**src/rtl/axi_read_arbiter.sv**
```systemverilog
// rtl/axi_read_arbiter.sv - two-port round-robin arbiter in front of one AXI read master
module axi_read_arbiter #(
    parameter int ADDR_WIDTH = 32,
    parameter int DATA_WIDTH = 32,
    parameter int LEN_WIDTH  = 8
) (
    input  logic                  clk,
    input  logic                  rst,

    // requester 0 (icache)
    input  logic                  s0_read_req,
    input  logic [ADDR_WIDTH-1:0] s0_read_addr,
    input  logic [LEN_WIDTH-1:0]  s0_read_len,
    output logic                  s0_read_ready,
    output logic                  s0_read_done,
    output logic [DATA_WIDTH-1:0] s0_read_data,

    // requester 1 (dcache)
    input  logic                  s1_read_req,
    input  logic [ADDR_WIDTH-1:0] s1_read_addr,
    input  logic [LEN_WIDTH-1:0]  s1_read_len,
    output logic                  s1_read_ready,
    output logic                  s1_read_done,
    output logic [DATA_WIDTH-1:0] s1_read_data,

    // shared AXI read master
    output logic                  m_read_req,
    output logic [ADDR_WIDTH-1:0] m_read_addr,
    output logic [LEN_WIDTH-1:0]  m_read_len,
    input  logic                  m_read_ready,
    input  logic                  m_read_done,
    input  logic [DATA_WIDTH-1:0] m_read_data,

    // status
    output logic                  busy,
    output logic                  owner,
    output logic                  proto_err
);

    typedef enum logic [1:0] {
        ST_IDLE    = 2'd0,
        ST_BURST   = 2'd1,
        ST_RELEASE = 2'd2
    } state_t;

    state_t                state_q, state_d;
    logic                  owner_q, owner_d;
    // Port granted most recently; the other port wins the next tie.
    logic                  last_q, last_d;
    logic [ADDR_WIDTH-1:0] addr_q, addr_d;
    logic [LEN_WIDTH-1:0]  len_q, len_d;
    logic                  req_q, req_d;
    logic [LEN_WIDTH:0]    cnt_q, cnt_d;
    logic                  err_q, err_d;

    logic                  grant_port;
    logic [LEN_WIDTH:0]    beats_total;
    logic [LEN_WIDTH:0]    beats_expected;
    logic                  in_burst;

    // Round-robin pick: a lone requester always wins, a tie goes away from last_q.
    always_comb begin
        grant_port = 1'b0;
        if (s0_read_req && s1_read_req) begin
            grant_port = ~last_q;
        end else if (s1_read_req) begin
            grant_port = 1'b1;
        end
    end

    // Beat total including a beat that arrives together with done.
    assign beats_total    = cnt_q + {{LEN_WIDTH{1'b0}}, m_read_ready};
    assign beats_expected = {1'b0, len_q} + {{LEN_WIDTH{1'b0}}, 1'b1};

    // Next-state logic: grant in IDLE, count beats in BURST, one-cycle RELEASE.
    always_comb begin
        state_d = state_q;
        owner_d = owner_q;
        last_d  = last_q;
        addr_d  = addr_q;
        len_d   = len_q;
        req_d   = req_q;
        cnt_d   = cnt_q;
        err_d   = err_q;

        case (state_q)
            ST_IDLE: begin
                // Master strobes with no burst outstanding are dropped and flagged.
                if (m_read_ready || m_read_done) begin
                    err_d = 1'b1;
                end
                if (s0_read_req || s1_read_req) begin
                    state_d = ST_BURST;
                    owner_d = grant_port;
                    last_d  = grant_port;
                    addr_d  = grant_port ? s1_read_addr : s0_read_addr;
                    len_d   = grant_port ? s1_read_len  : s0_read_len;
                    req_d   = 1'b1;
                    cnt_d   = '0;
                end
            end

            ST_BURST: begin
                if (m_read_ready) begin
                    cnt_d = cnt_q + {{LEN_WIDTH{1'b0}}, 1'b1};
                end
                if (m_read_done) begin
                    state_d = ST_RELEASE;
                    req_d   = 1'b0;
                    if (beats_total != beats_expected) begin
                        err_d = 1'b1;
                    end
                end
            end

            ST_RELEASE: begin
                // Gives the finished requester a cycle to drop its request.
                if (m_read_ready || m_read_done) begin
                    err_d = 1'b1;
                end
                state_d = ST_IDLE;
            end

            default: begin
                state_d = ST_IDLE;
                req_d   = 1'b0;
            end
        endcase
    end

    // State and request registers; reset leaves last_q at 1 so port 0 wins the first tie.
    always_ff @(posedge clk or posedge rst) begin
        if (rst) begin
            state_q <= ST_IDLE;
            owner_q <= 1'b0;
            last_q  <= 1'b1;
            addr_q  <= '0;
            len_q   <= '0;
            req_q   <= 1'b0;
            cnt_q   <= '0;
            err_q   <= 1'b0;
        end else begin
            state_q <= state_d;
            owner_q <= owner_d;
            last_q  <= last_d;
            addr_q  <= addr_d;
            len_q   <= len_d;
            req_q   <= req_d;
            cnt_q   <= cnt_d;
            err_q   <= err_d;
        end
    end

    // Return path is steered only while a burst is in flight, to the owner only.
    assign in_burst = (state_q == ST_BURST);

    assign s0_read_ready = in_burst && !owner_q && m_read_ready;
    assign s0_read_done  = in_burst && !owner_q && m_read_done;
    assign s0_read_data  = (in_burst && !owner_q) ? m_read_data : '0;

    assign s1_read_ready = in_burst && owner_q && m_read_ready;
    assign s1_read_done  = in_burst && owner_q && m_read_done;
    assign s1_read_data  = (in_burst && owner_q) ? m_read_data : '0;

    assign m_read_req  = req_q;
    assign m_read_addr = addr_q;
    assign m_read_len  = len_q;

    assign busy      = (state_q != ST_IDLE);
    assign owner     = owner_q;
    assign proto_err = err_q;

endmodule
```
**config.mk**
```make
export PLATFORM = sky130hd
export DESIGN_NAME = axi_read_arbiter
export DESIGN_NICKNAME = d
export VERILOG_FILES = /design/src/rtl/axi_read_arbiter.sv
export SDC_FILE = /design/constraint.sdc
export NUM_CORES = 1
export LEC_CHECK = 0
export ABC_AREA = 1
export BUFFER_PORTS_ARGS = -buffer_cell sky130_fd_sc_hd__buf_2
export CAP_MARGIN = 20
export CORE_MARGIN = 2
export CORE_UTILIZATION = 43
export CTS_CLUSTER_SIZE = 25
export DETAILED_ROUTE_END_ITERATION = 10
export PLACE_DENSITY = 0.82
export SETUP_SLACK_MARGIN = 0.15
export SKIP_CTS_REPAIR_TIMING = 1
export SLEW_MARGIN = 20
export SYNTH_ARGS = -nofsm -noshare
export SYNTH_HDL_FRONTEND = slang
export SYNTH_SLANG_ARGS = --single-unit
```
**constraint.sdc**
```tcl
create_clock -name clk -period 2.17 [get_ports clk]
set_clock_uncertainty 0.05 [all_clocks]
set_input_delay 0.1085 -clock clk [delete_from_list [all_inputs] [get_ports clk]]
set_output_delay 0.1085 -clock clk [all_outputs]
set_load 0.01 [all_outputs]
```
# --- Yosys cells after proc, flatten, opt, wreduce, memory -nomap -nowiden ---
# Cells that the tools add are included.
op_classes:
  mul: 0
  div: 0
  n_shift: 0
  n_bitwise: 2
  eq_ne: 8
  magnitude_cmp: 0
  add_sub_neg: 3
  n_mux: 19
  n_reduce_logical: 20
ops:
  columns: ["op", "count"]
  rows:
  - ["32-bit two-way mux", 3]
  - ["9-bit two-way mux", 2]
  - ["9-bit one-hot mux with 2 select lines", 1]
  - ["8-bit by 1-bit adder with 9-bit output (second input constant)", 1]
  - ["9-bit by 1-bit adder with 9-bit output", 1]
  - ["9-bit by 1-bit adder with 9-bit output (second input constant)", 1]
  - ["9-bit inequality test", 1]
  - ["8-bit two-way mux", 1]
  - ["1-bit logical AND", 7]
  - ["1-bit two-way mux", 7]
  - ["2-bit inequality test (second input constant)", 3]
  - ["3-bit AND reduction", 2]
  - ["2-bit nonzero test", 3]
  - ["2-bit two-way mux", 2]
  - ["2-bit by 1-bit inequality test with 1-bit output (second input constant)", 2]
  - ["2-bit one-hot mux with 2 select lines", 1]
  - ["2-bit AND reduction", 2]
  - ["4-bit AND reduction", 1]
  - ["1-bit one-hot mux with 3 select lines", 1]
  - ["2-bit by 1-bit == test with 1-bit output (second input constant)", 1]
  - ["2-bit == test (second input constant)", 1]
  - ["2-bit logical NOT", 1]
  - ["1-bit logical OR", 2]
  - ["1-bit inverter", 2]
  - ["other kinds (3)", 3]
word_totals:
  rom_bits: 0
  ram_bits: 0
  latch_bits: 0
  elab_cells: 60
  n_memories: 0
  regBits: 55
  out_inout_bits: 112

# --- Longest topological paths before layout ---
logic_depth:
  ltp_word: 5
  depth_mapped: 13
  mapped_depth_nobuf: 13

# --- Least setup slack after synthesis ---
# Ideal clock, no wire load.
synth_timing:
  path_type: "register to register"
  from: "reg cnt_q[0]"
  to: "reg err_q, in the netlist proto_err"
  required_ns: 2.004
  path_buffers: 0
  t_arrival_ns: 1.472
  slack_ns: 0.532
  period_less_slack_ns: 1.638
  path_stages_with_launch: 11
  cell_sequence: "dfrtp_1 -> ha_1 -> ha_1 -> xnor2_1 -> nand3_1 -> nor2_1 -> nand3_1 -> nor2_1 -> nand3_1 -> nand2_1 -> nand2_1"
synth_via:
  elab_chain_len: 4
synth_rtl:
  columns: ["item", "line", "rtl"]
  rows:
  - ["start, declared", "53", "logic [LEN_WIDTH:0] cnt_q, cnt_d;"]
  - ["start signal, assigned", "149", "cnt_q <= cnt_d;"]
  - ["9-bit by 1-bit adder with 9-bit output", "72", "assign beats_total = cnt_q + {{LEN_WIDTH{1'b0}}, m_read_ready};"]
  - ["9-bit inequality test", "110", "if (beats_total != beats_expected) begin"]
  - ["2-bit by 1-bit inequality test with 1-bit output (no line)", null, null]
  - ["4-bit AND reduction (no line)", null, null]
  - ["end signal, assigned", "150", "err_q <= err_d;"]
  - ["end, declared", "54", "logic err_q, err_d;"]
# No other way between the ends.
# A chain may end at the register's enable or synchronous reset.

# --- Worst setup path in the final report ---
layout_timing:
  from: "reg state_q[1]"
  to: "out s0_read_data[19]"
layout_via:
  elab_chain_len: 3
layout_rtl:
  columns: ["item", "line", "rtl"]
  rows:
  - ["start, declared", "46", "state_t state_q, state_d;"]
  - ["start signal, assigned", "143", "state_q <= state_d;"]
  - ["2-bit by 1-bit == test with 1-bit output", "155", "assign in_burst = (state_q == ST_BURST);"]
  - ["1-bit logical AND", "159", "assign s0_read_data = (in_burst && !owner_q) ? m_read_data : '0;"]
  - ["32-bit two-way mux", "159", null]
  - ["end, declared", "16", "output logic [DATA_WIDTH-1:0] s0_read_data,"]
# No other way between the ends.

==> results.md <==
- Syn_nets: 652
- Worst Reg-to-Reg Cells: 10
- Post-DP Area: ~4700 µm²
- First-pass GRT wire length: 18500 µm
- Post-Syn Area: between 3000 and 4000 µm²
- Buffers on Ports: 229
- Least-Margin Pin Slew: 0.572 ns
- Cell area power density: between 1000 and 1500 nW/µm²
- Seq cells post-synth: 55
- CTS Root Cell: clkbuf_8
- Highest clock rate: roughly 550 MHz
- Via count: roughly 4200
- Post-route cell area: slightly below 5000 µm²
- Mapped Avg Cell Area: approximately 6.5 µm²
- Final setup viols: 0
- Setup TNS: 0 ns
- Post-DP HPWL: between 9000 and 10000 µm
- Relative slew slack: 0.618
- Die area: a little under 9000 µm²
- Total grt overflow: 0
- Worst R2R Start: cnt_q[0]$_DFFE_PP0P_
- Num rows: 32
- Clock Tree Buf Depth: 2
- Final std cells w/o fill: around 860
- Chip Width: a little over 90 µm
- Later-pin clock latency in the skew report: around 0.32 ns
- Area grow syn2layout: 40.5%
- Post-DRT Antenna Nets: 0
- Fin crit share: 0.842
- Status: finished, final reports clean
- Req. time, crit path: approximately 2 ns
- Library cells used by synthesis: 28
- CP Launch Point: state_q[1]$_DFFE_PP0P_
- Share of layout cells above drive strength 1: 0.350
- GRT Total Usage: 0.263
- R2r endpoint: proto_err$_DFFE_PP0P_
- Count of pins over their slew limit: 0
- Register area share after synthesis: 0.400
- Syn Inst Count: between 500 and 600
- I/O pin count: 230
- DR vias/cell: 4.90
- Worst setup path class: register to output pin
- Initial Utilization: 0.446
- Endpoint class of the critical path: output pin
- Total power: 5.59 mW
- CTS tree: done
- Util after Layout: 0.627
- Placer Congestion: roughly 0.9
- Leakage power: 2.88 nW
- Vias in the first global route: between 4000 and 5000
- Worst setup endpoint: s0_read_data[19]
- Crit Path Max Fanout: 34
- Wire length per cell: between 10 and 15 µm
- Endpoints failing hold: 0
- Pin count of the biggest net entering global routing: between 40 and 50
- RSZ-0062 raised after global routing: false
- CTS buffer count: 5
- Die Height: slightly above 90 µm
- DR DRC count: 0
- Final Critical Period: roughly 1.8 ns
- Core ar.: approximately 7700 µm²
- Sink Count: 55
- Nature of the critical path startpoint: register
- Max Cap Viol: 0
- Synth warn: 0
- Initial antenna violation count: 1
- VDD IR max: 0.489 mV
- Nets: around 880
- Dpl cells: 845
- Clock slew at reported path FFs: 0.11 ns
- Detailed Routing Iterations Pass 1: 5
- H-tree depth: 2
- Hold Crit Class: input port to register
- Reg2Reg Setup Slack: 0.38 ns
- Worst Path Arrival: between 1.5 and 2 ns
- Drt initial violations: about 190
- Drt total wl: ~12000 µm
-- final cells by class --
type	count	area [µm²]
Fill cell	717	2890
Multi-Input combinational cell	379	1710
Sequential cell	55	1380
Timing Repair Buffer	240	1260
Inverter	72	274
Tap cell	102	128
Clock buffer	5	68.8
Clock inverter	3	20.0
Antenna cell	1	2.50
-- layout by cell type, fill, tap and decap left out, types with 2 or more instances in the layout --
master	synthesis	final
clkinvlp_4	0	3
nor2_1	121	121
inv_1	67	65
clkbuf_8	0	5
xor2_1	2	2
inv_2	4	5
nand3_1	24	24
nand2_1	111	111
o21ai_0	82	82
buf_2	5	229
dfrtp_1	54	54
buf_12	0	2
a21oi_1	8	8
o21ai_1	4	4
nor2_4	2	3
o22ai_1	7	7
buf_4	2	7
nor2_2	4	3
nand2_2	2	2
ha_1	4	4
-- per-layer routing --
metal	wire length, µm	GRT usage	up-vias
met1	5020	0.352	1920
met3	805	0.0669	14
met5	0	0	-
li1	-	-	2103
met4	141	0.0737	0
met2	5740	0.424	165
-- worst min path at each step --
| stage | cells after the start | start | endpoint | slack, ns |
|---|---|---|---|---|
| final | 3 | s1_read_len[5] | m_read_len[5]$_DFFE_PP0P_ | 0.006 |
| after global routing | 3 | s1_read_len[5] | m_read_len[5]$_DFFE_PP0P_ | 0.0004 |
| after CTS | 2 | rst | cnt_q[8]$_DFFE_PP0P_ | -0.20 |
| after detailed placement | 2 | rst | m_read_len[7]$_DFFE_PP0P_ | 0.15 |
| after global placement | 2 | rst | m_read_len[6]$_DFFE_PP0P_ | 0.14 |
| after floorplan | 2 | m_read_ready | cnt_q[1]$_DFFE_PP0P_ | 0.20 |
-- cells in the mapped netlist (all sizes together) --
cell | number | area, µm²
a21oi | 8 | 40.0
a31oi | 1 | 6.26
buf | 7 | 40.0
clkbuf | 17 | 63.8
clkinv | 1 | 3.75
dfrtp | 54 | 1350
dfstp | 1 | 26.3
ha | 4 | 50.1
inv | 71 | 267
nand2 | 113 | 429
nand3 | 24 | 120
nand4 | 2 | 18.8
nor2 | 127 | 502
nor3 | 1 | 5.00
o21a | 1 | 7.51
o21ai | 87 | 439
o21bai | 1 | 7.51
o22ai | 7 | 43.8
xnor2 | 1 | 8.76
xor2 | 2 | 17.5
-- worst max-delay path, cell delays in order (launching register included) --
cell and delay, ns:
dfrtp_1 0.46, nor2_4 0.21, nand2_1 0.07, buf_4 0.23
nor2_1 0.20, buf_2 0.17
-- through the flow --
| stage | hold WS, ns | setup WS (ns) |
|---|---|---|
| finish | 0.00595 | 0.342 |
| CTS | -0.195 | 0.363 |
| floorplan | 0.204 | 0.532 |
| global route | 0.000443 | 0.160 |
| global placement | 0.144 | 0.437 |
| detailed placement | 0.151 | 0.374 |
-- kinds of logic (layout without fill, tap and decap cells) --
family | Yosys count | count (layout) | synth area share
compound gates | 105 | 105 | 0.158
xor+xnor | 3 | 3 | 0.00762
fa+ha+maj | 4 | 4 | 0.0145
buf+inv | 96 | 320 | 0.109
flops | 55 | 55 | 0.400
other cells | 0 | 1 | 0
simple gates | 267 | 267 | 0.312
-- power breakdown --
group	internal, mW	leakage [nW]	switching [mW]
logic	1.21	2.16	1.96
clock network	0.226	0.0402	0.358
registers	1.48	0.675	0.351
-- state kept, by name (all words and copies together) (netlist names) --
register / cells
cnt_q: 9
owner: 1
last_q: 1
state_q: 2
proto_err: 1
m_read_addr: 32
m_read_len: 8
m_read_req: 1
No activity file was read; power rests on OpenSTA's default activity.
